### config.mk
export PLATFORM = sky130hd
export DESIGN_NAME = pcie_mrd_tag_sched
export DESIGN_NICKNAME = d
export VERILOG_FILES = /design/src/rtl/pcie_mrd_tag_sched.sv
export SDC_FILE = /design/constraint.sdc
export NUM_CORES = 1
export LEC_CHECK = 0
export ABC_CLOCK_PERIOD_IN_PS = 8100
export CAP_MARGIN = 20
export CORE_MARGIN = 2
export CORE_UTILIZATION = 60
export DETAILED_ROUTE_END_ITERATION = 6
export GPL_TIMING_DRIVEN = 0
export PLACE_DENSITY = 0.78
export SLEW_MARGIN = 20
export SYNTH_ARGS = -nofsm -noshare
export SYNTH_HDL_FRONTEND = slang
export SYNTH_SLANG_ARGS = --single-unit
### constraint.sdc
create_clock -name avl_clk -period 8.1 [get_ports avl_clk]
set_input_delay 1.62 -clock avl_clk [delete_from_list [all_inputs] [get_ports avl_clk]]
set_output_delay 1.62 -clock avl_clk [all_outputs]
set_load 0.005 [all_outputs]
### src/rtl/pcie_mrd_tag_sched.sv
// pcie_mrd_tag_sched: round-robin scheduler for upstream MRd requests.
// Each accepted grant holds one PCIe tag and a DW reservation of completion
// credit. Both are returned when the RX checker reports the tag's final completion.
// Optional statistics outputs are enabled by defining PCIE_MRD_SCHED_STATS_EN.
module pcie_mrd_tag_sched #(
   parameter int NUM_REQ        = 4,
   parameter int TAG_WIDTH      = 8,
   parameter int NUM_TAGS       = 64,
   parameter int LEN_WIDTH      = 10,
   parameter int CPL_CREDIT_MAX = 2048
) (
   input  logic                               avl_clk,
   input  logic                               avl_rst_n,
   input  logic [NUM_REQ-1:0]                 req_valid,
   input  logic [NUM_REQ*LEN_WIDTH-1:0]       req_len,
   output logic [NUM_REQ-1:0]                 req_ack,
   output logic                               gnt_valid,
   input  logic                               gnt_ready,
   output logic [$clog2(NUM_REQ)-1:0]         gnt_idx,
   output logic [TAG_WIDTH-1:0]               gnt_tag,
   output logic [LEN_WIDTH-1:0]               gnt_len,
   input  logic                               cpl_done_valid,
   input  logic [TAG_WIDTH-1:0]               cpl_done_tag,
   output logic [$clog2(NUM_TAGS):0]          tags_free,
   output logic [$clog2(CPL_CREDIT_MAX):0]    credit_avail,
   output logic                               err_tag_release
`ifdef PCIE_MRD_SCHED_STATS_EN
   ,
   output logic [NUM_REQ*32-1:0]              grant_cnt,
   output logic [$clog2(NUM_TAGS):0]          max_outstanding
`endif
);

   localparam int IDX_W  = $clog2(NUM_REQ);
   localparam int TIDX_W = $clog2(NUM_TAGS);
   localparam int CNT_W  = TIDX_W + 1;
   localparam int CR_W   = $clog2(CPL_CREDIT_MAX) + 1;
   localparam int EL_W   = LEN_WIDTH + 1;

   typedef enum logic [0:0] {ST_IDLE, ST_GRANT} state_t;

   state_t               state_q, state_d;
   logic                 gnt_valid_q, gnt_valid_d;
   logic [IDX_W-1:0]     gnt_idx_q, gnt_idx_d;
   logic [TAG_WIDTH-1:0] gnt_tag_q, gnt_tag_d;
   logic [LEN_WIDTH-1:0] gnt_len_q, gnt_len_d;
   logic [IDX_W-1:0]     rr_q, rr_d;
   logic [NUM_TAGS-1:0]  tag_busy_q, tag_busy_d;
   logic [CNT_W-1:0]     tags_free_q, tags_free_d;
   logic [CR_W-1:0]      credit_q, credit_d;
   logic                 err_q, err_d;

   // Effective length of every tag currently outstanding.
   logic [EL_W-1:0]      len_ram [NUM_TAGS];

   logic [EL_W-1:0]      req_l [NUM_REQ];
   logic [NUM_REQ-1:0]   elig;
   logic                 sel_found;
   logic [IDX_W-1:0]     sel_idx;
   logic [TIDX_W-1:0]    free_tag;

   logic                 accept;
   logic                 rel_ok;
   logic [TIDX_W-1:0]    rel_idx;
   logic [TIDX_W-1:0]    gnt_tag_idx;
   logic [EL_W-1:0]      gnt_l;
   logic [EL_W-1:0]      rel_l;

   // A length field of zero encodes the maximum transfer.
   function automatic logic [EL_W-1:0] eff_len(input logic [LEN_WIDTH-1:0] len);
      return (len == '0) ? {1'b1, {LEN_WIDTH{1'b0}}} : {1'b0, len};
   endfunction

   // Eligibility per requester and round-robin pick starting at the RR pointer.
   always_comb begin
      elig      = '0;
      sel_found = 1'b0;
      sel_idx   = '0;
      for (int unsigned i = 0; i < NUM_REQ; i++) begin
         req_l[i] = eff_len(req_len[i*LEN_WIDTH +: LEN_WIDTH]);
         elig[IDX_W'(i)] = req_valid[IDX_W'(i)] && (tags_free_q != '0) &&
                           (32'(req_l[i]) <= 32'(credit_q));
      end
      for (int unsigned k = 0; k < NUM_REQ; k++) begin
         int unsigned cand;
         cand = (32'(rr_q) + k) % NUM_REQ;
         if (!sel_found && elig[IDX_W'(cand)]) begin
            sel_found = 1'b1;
            sel_idx   = IDX_W'(cand);
         end
      end
   end

   // Lowest-numbered free tag.
   always_comb begin
      logic found;
      found    = 1'b0;
      free_tag = '0;
      for (int unsigned i = 0; i < NUM_TAGS; i++) begin
         if (!found && !tag_busy_q[TIDX_W'(i)]) begin
            found    = 1'b1;
            free_tag = TIDX_W'(i);
         end
      end
   end

   // FSM next state, grant registers and the combinational acknowledge pulse.
   always_comb begin
      state_d     = state_q;
      gnt_valid_d = gnt_valid_q;
      gnt_idx_d   = gnt_idx_q;
      gnt_tag_d   = gnt_tag_q;
      gnt_len_d   = gnt_len_q;
      rr_d        = rr_q;
      req_ack     = '0;
      case (state_q)
         ST_IDLE: begin
            if (sel_found) begin
               gnt_idx_d   = sel_idx;
               gnt_tag_d   = TAG_WIDTH'(free_tag);
               gnt_len_d   = req_len[sel_idx*LEN_WIDTH +: LEN_WIDTH];
               gnt_valid_d = 1'b1;
               state_d     = ST_GRANT;
            end
         end
         ST_GRANT: begin
            if (gnt_ready) begin
               req_ack[gnt_idx_q] = 1'b1;
               rr_d        = (32'(gnt_idx_q) == NUM_REQ - 1) ? '0 : gnt_idx_q + 1'b1;
               gnt_valid_d = 1'b0;
               state_d     = ST_IDLE;
            end
         end
         default: state_d = ST_IDLE;
      endcase
   end

   // Tag bitmap and credit bookkeeping. A release naming the tag being
   // accepted this cycle sees it still free, so it falls out as invalid.
   always_comb begin
      accept      = (state_q == ST_GRANT) && gnt_ready;
      gnt_tag_idx = TIDX_W'(gnt_tag_q);
      gnt_l       = eff_len(gnt_len_q);
      rel_idx     = TIDX_W'(cpl_done_tag);
      rel_ok      = cpl_done_valid && (32'(cpl_done_tag) < NUM_TAGS) && tag_busy_q[rel_idx];
      rel_l       = len_ram[rel_idx];

      tag_busy_d = tag_busy_q;
      if (rel_ok) tag_busy_d[rel_idx] = 1'b0;
      if (accept) tag_busy_d[gnt_tag_idx] = 1'b1;

      tags_free_d = tags_free_q - CNT_W'(accept) + CNT_W'(rel_ok);
      credit_d    = credit_q - (accept ? CR_W'(gnt_l) : '0) + (rel_ok ? CR_W'(rel_l) : '0);
      err_d       = err_q | (cpl_done_valid & ~rel_ok);
   end

   // State registers.
   always_ff @(posedge avl_clk or negedge avl_rst_n) begin
      if (!avl_rst_n) begin
         state_q     <= ST_IDLE;
         gnt_valid_q <= 1'b0;
         gnt_idx_q   <= '0;
         gnt_tag_q   <= '0;
         gnt_len_q   <= '0;
         rr_q        <= '0;
         tag_busy_q  <= '0;
         tags_free_q <= CNT_W'(NUM_TAGS);
         credit_q    <= CR_W'(CPL_CREDIT_MAX);
         err_q       <= 1'b0;
      end else begin
         state_q     <= state_d;
         gnt_valid_q <= gnt_valid_d;
         gnt_idx_q   <= gnt_idx_d;
         gnt_tag_q   <= gnt_tag_d;
         gnt_len_q   <= gnt_len_d;
         rr_q        <= rr_d;
         tag_busy_q  <= tag_busy_d;
         tags_free_q <= tags_free_d;
         credit_q    <= credit_d;
         err_q       <= err_d;
      end
   end

   // Length RAM written on grant acceptance; contents are only meaningful for busy tags.
   always_ff @(posedge avl_clk) begin
      if (accept) len_ram[gnt_tag_idx] <= gnt_l;
   end

   assign gnt_valid       = gnt_valid_q;
   assign gnt_idx         = gnt_idx_q;
   assign gnt_tag         = gnt_tag_q;
   assign gnt_len         = gnt_len_q;
   assign tags_free       = tags_free_q;
   assign credit_avail    = credit_q;
   assign err_tag_release = err_q;

`ifdef PCIE_MRD_SCHED_STATS_EN
   logic [NUM_REQ*32-1:0] grant_cnt_q, grant_cnt_d;
   logic [CNT_W-1:0]      max_out_q, max_out_d;
   logic [CNT_W-1:0]      busy_next;

   // Saturating per-requester grant counters and busy-tag high-water mark.
   always_comb begin
      grant_cnt_d = grant_cnt_q;
      for (int unsigned i = 0; i < NUM_REQ; i++) begin
         if (req_ack[IDX_W'(i)] && (grant_cnt_q[i*32 +: 32] != '1))
            grant_cnt_d[i*32 +: 32] = grant_cnt_q[i*32 +: 32] + 32'd1;
      end
      busy_next = CNT_W'(NUM_TAGS) - tags_free_d;
      max_out_d = (busy_next > max_out_q) ? busy_next : max_out_q;
   end

   // Statistics registers.
   always_ff @(posedge avl_clk or negedge avl_rst_n) begin
      if (!avl_rst_n) begin
         grant_cnt_q <= '0;
         max_out_q   <= '0;
      end else begin
         grant_cnt_q <= grant_cnt_d;
         max_out_q   <= max_out_d;
      end
   end

   assign grant_cnt       = grant_cnt_q;
   assign max_outstanding = max_out_q;
`endif

endmodule

==> implementation parameters <==
Parameter                              Value

Timing
  Share of the cycle needed by the critical path after routing    100.5%
  Final clock skew    approximately 0.030 ns
  Max-slew violation count    0
  Unrepaired setup endpoints after global routing    true
  Highest achievable clock rate    0.1228 GHz
  Hold slack    0.4581 ns
  Count of endpoints failing hold in the final timing report    0
  Max-slew headroom at the worst pin    9.738%
  Slew at the pin closest to its max-slew limit    1.354 ns
  Final setup vio count    1
  Post-layout worst setup margin    -0.04146 ns
  Minimum clock period    8.141 ns

Final layout
  Most frequent cells in the layout    edfxtp_1 (704), o22ai_1 (358), clkbuf_1 (135)
  Most common cell after layout, fill and taps aside    edfxtp_1
  Final design area excluding fillers    around 38000 sq um
  FF+latch area    23800 sq um
  Filler cells    ~3600
  Growth of design area from synthesis to finish    14.91%
  Multi-input gate area in the final layout    8579 sq um
  Number of nets in the final layout    roughly 2700
  Share of final-layout standard cells stronger than drive strength 1    10.77%

Detailed routing
  Initial drt markers    about 5000
  Wire length per cell after detailed routing    36.31 microns
  Antenna-violating nets left    0
  Vias per Instance    7.550
  Vias after detailed routing    24940
  Number of detailed-route iterations in the first pass    7
  DRC errors left    14
  Detailed Route WL    119900 microns

Logic synthesis
  Fraction of synthesized cell area in xor and xnor cells    0.3426%
  Compound-Gate Fraction of Synth Area    13.91%
  Post-synthesis share of cell area spent on full adders, half adders and majority gates    3.321%
  Area leader, netlist    edfxtp_1
  Ys Warns    0
  #FFs+latches synth    810
  Synth Flop Type    edfxtp_1
  Basic-gate share of the synthesized area counting and, or, nand and nor cells    7.052%
  Fraction of the yosys area taken by sequential cells    between 70% and 80%
  Multiplexer fraction of the synthesized cell area    less than 1%
  Average instance area after synthesis    14.28 sq um
  Top-area cell type share of the netlist area    between 60% and 70%
  Dominant combinational cell family by area after synthesis    compound AO/OA/AOI/OAI gates
  Gate count of the mapped netlist    2328
  Post-synth EDFFs    704
  Yosys cell types    72
  Share of async-settable or async-resettable flops after synthesis    13.09%
  Post-synthesis cell area    33230 sq um
  Largest cells by area after synthesis    edfxtp_1 (64%), dfrtp_1 (7.8%), o22ai_1 (6.7%)

Clock network
  Root Buffer Master    clkbuf_16
  CTS tree    built
  Clock-pin slew of the registers on the worst-case setup and hold paths    roughly 0.06 ns
  Number of sinks on the clock net    810
  Clock latency on the worst-skew pair    0.66 ns
  Inserted Clock Buffers    80
  CTS HTree Levels    3
  Post-CTS Hold Buffers    0
  Maximum clock path buffer count    3

Floorplanning
  DIE WIDTH    around 240 microns
  Total core area    54880 sq um
  Rows    86
  Area of the die    57290 sq um
  Effective utilization at floorplan    60.56%
  Number of I/O pins    101
  Floorplan die height    239.3 microns

Power
  Peak VDD IR    0.2288 mV
  Pwr Total    0.01211 W
  Flop pwr share    46.5%
  Cell Int Power    0.008303 W
  Combinational cell fraction of total power    23.3%
  Clock group share of total power    30.2%
  Leak pwr    12.73 nW
  Net Switching    roughly 0.0038 W
  Net Sw Frac    31.44%
  Pwr Density    around 320 nW/um^2

Flow run
  Max-Cap Viols    0

Placement
  GPL Wtd Cong    roughly 1
  Total half-perimeter wirelength after legalization and detailed placement    74960 microns
  Count of buffers inserted at the top-level ports    98
  Pre-CTS setup slack    -0.9319 ns
  Area after DPL    roughly 36000 sq um

Critical path
  Crit path max fanout    10
  Critical Path Slowest Stage Cell    clkbuf_1
  Arrival time worst endpoint    a little under 9 ns
  Worst setup path class    primary input to register
  Type of element launching the critical path    primary input
  Cells along the critical path    clkdlybuf4s50_1, buf_2, nand3b_1, clkbuf_1, clkbuf_1, o22ai_1, nor4_1, o22ai_1, or4_1, ha_1, inv_1, ha_1, inv_1, fa_1, nor2b_1, o21ai_0, a21boi_0, o21ai_0, a21boi_0, o21a_1, o21a_1, o211ai_1
  Required time at the endpoint of the critical path    about 8.6 ns
  Max stage delay on crit path    0.95 ns
  Worst path bufs/invs    6
  Nature of the critical path endpoint    register
  Gate family responsible for the most delay along the worst path    buffers and inverters

Global routing
  GR Overflow Total    0
  Number of global-route vias before repair    about 24000
  Overall global routing resource usage    42.24%
  Pin count of the biggest net entering global routing    65
  Number of antenna violations at the first check in global routing    6
  First-pass GRT wire length    167400 microns

Status
  Status    finished with violations
  Violations in the final reports    DRC, setup timing

Hold path
  Tightest Hold Check Type    register to register
-- layer usage --
| layer | vias to the layer above | global-route usage [%] | wire length, microns |
|---|---|---|---|
| met1 | 11920 | 52.07 | 39150 |
| li1 | 9783 | - | - |
| met3 | 641 | 18.52 | 19740 |
| met2 | 2580 | 60.31 | 50910 |
| met4 | 18 | 28.30 | 9760 |
| met5 | - | 2.251 | 384 |
-- stage by stage --
stage                     std cells   TNS, ns  utilization, %
final                          3303  -0.04146           69.59
after global routing           3296  -0.08338           69.56
after floorplan                2329         0               -
after detailed placement       3150    -3.873           64.70
after global placement         3131    -3.682           63.96
after CTS                      3294         0           69.33
-- cells in the mapped netlist (11+ instances only) --
cell type and number:
edfxtp_1 704, o22ai_1 358, clkbuf_1 162, dfrtp_1 104
nor2_1 102, nor4_1 89, o21ai_0 80, inv_1 76
ha_1 69, nand2_1 69, o31ai_1 52, a22oi_1 39
a21oi_1 34, nor3_1 25, nand3_1 24, or4_1 23
a31oi_1 21, mux2i_1 20, o221ai_1 20, and3_1 19
nand4_1 18, a221oi_1 13, a22o_1 13, nor2b_1 13
buf_2 12, fa_1 12, xnor2_1 11
-- cells by family after synthesis --
| group | after synthesis |
|---|---|
| simple gates | 435 |
| xor+xnor | 13 |
| fa+ha+maj | 81 |
| buf+inv | 267 |
| compound gates | 701 |
| mux | 20 |
| other cells | 1 |
| flops | 810 |
-- state kept, by name (all words and copies together), names as in the netlist --
signal and cells:
credit_avail 12, gnt_tag 6, state_q 1, gnt_len 10, rr_q 2, err_tag_release 1, len_ram 704, tag_busy_q 64
gnt_idx 2, gnt_valid 1, tags_free 7
-- power groups by stage --
stage	clock, W	combinational, W	sequential [W]
finish	0.00366	0.00282	0.00563
global route	0.00378	0.00302	0.00565
CTS	0.00361	0.00271	0.00561
detailed placement	0	0.00270	0.00569
global placement	0	0.00248	0.00574
floorplan	0	0.00156	0.00559
-- area by class of cell --
cell class	count	share of cell area [%]
inverters	77	0.7569
well taps	704	2.307
flip-flops and latches	810	62.31
clock inverters	47	1.009
repair buffers	120	3.332
multi-input cells	1252	22.47
diodes	8	0.05242
plain buffers	188	2.189
clock buffers	97	5.576
-- timing repair --
| item | 4_1_cts | 5_1_grt |
|---|---|---|
| endpoints found under the setup margin | 3 | 4 |
| buffers inserted | 0 | 0 |
| resized for setup | 10 | 36 |
-- final timing paths --
check | cells past startpoint | end | slack (ns) | start
worst max-delay path | 22 | credit_avail[10] | -0.04 | cpl_done_tag[2]
worst min-delay path | 1 | err_tag_release | 0.46 | err_tag_release
worst max register to register | 20 | credit_avail[10] | 2.36 | tag_busy_q[40]
worst min register to register | 1 | err_tag_release | 0.46 | err_tag_release
max in group asynchronous | 2 | credit_avail[11] | 6.47 | avl_rst_n
min in group asynchronous | 1 | tag_busy_q[38] | 0.89 | avl_rst_n
Note: power is estimated with default switching activity, not from simulation.
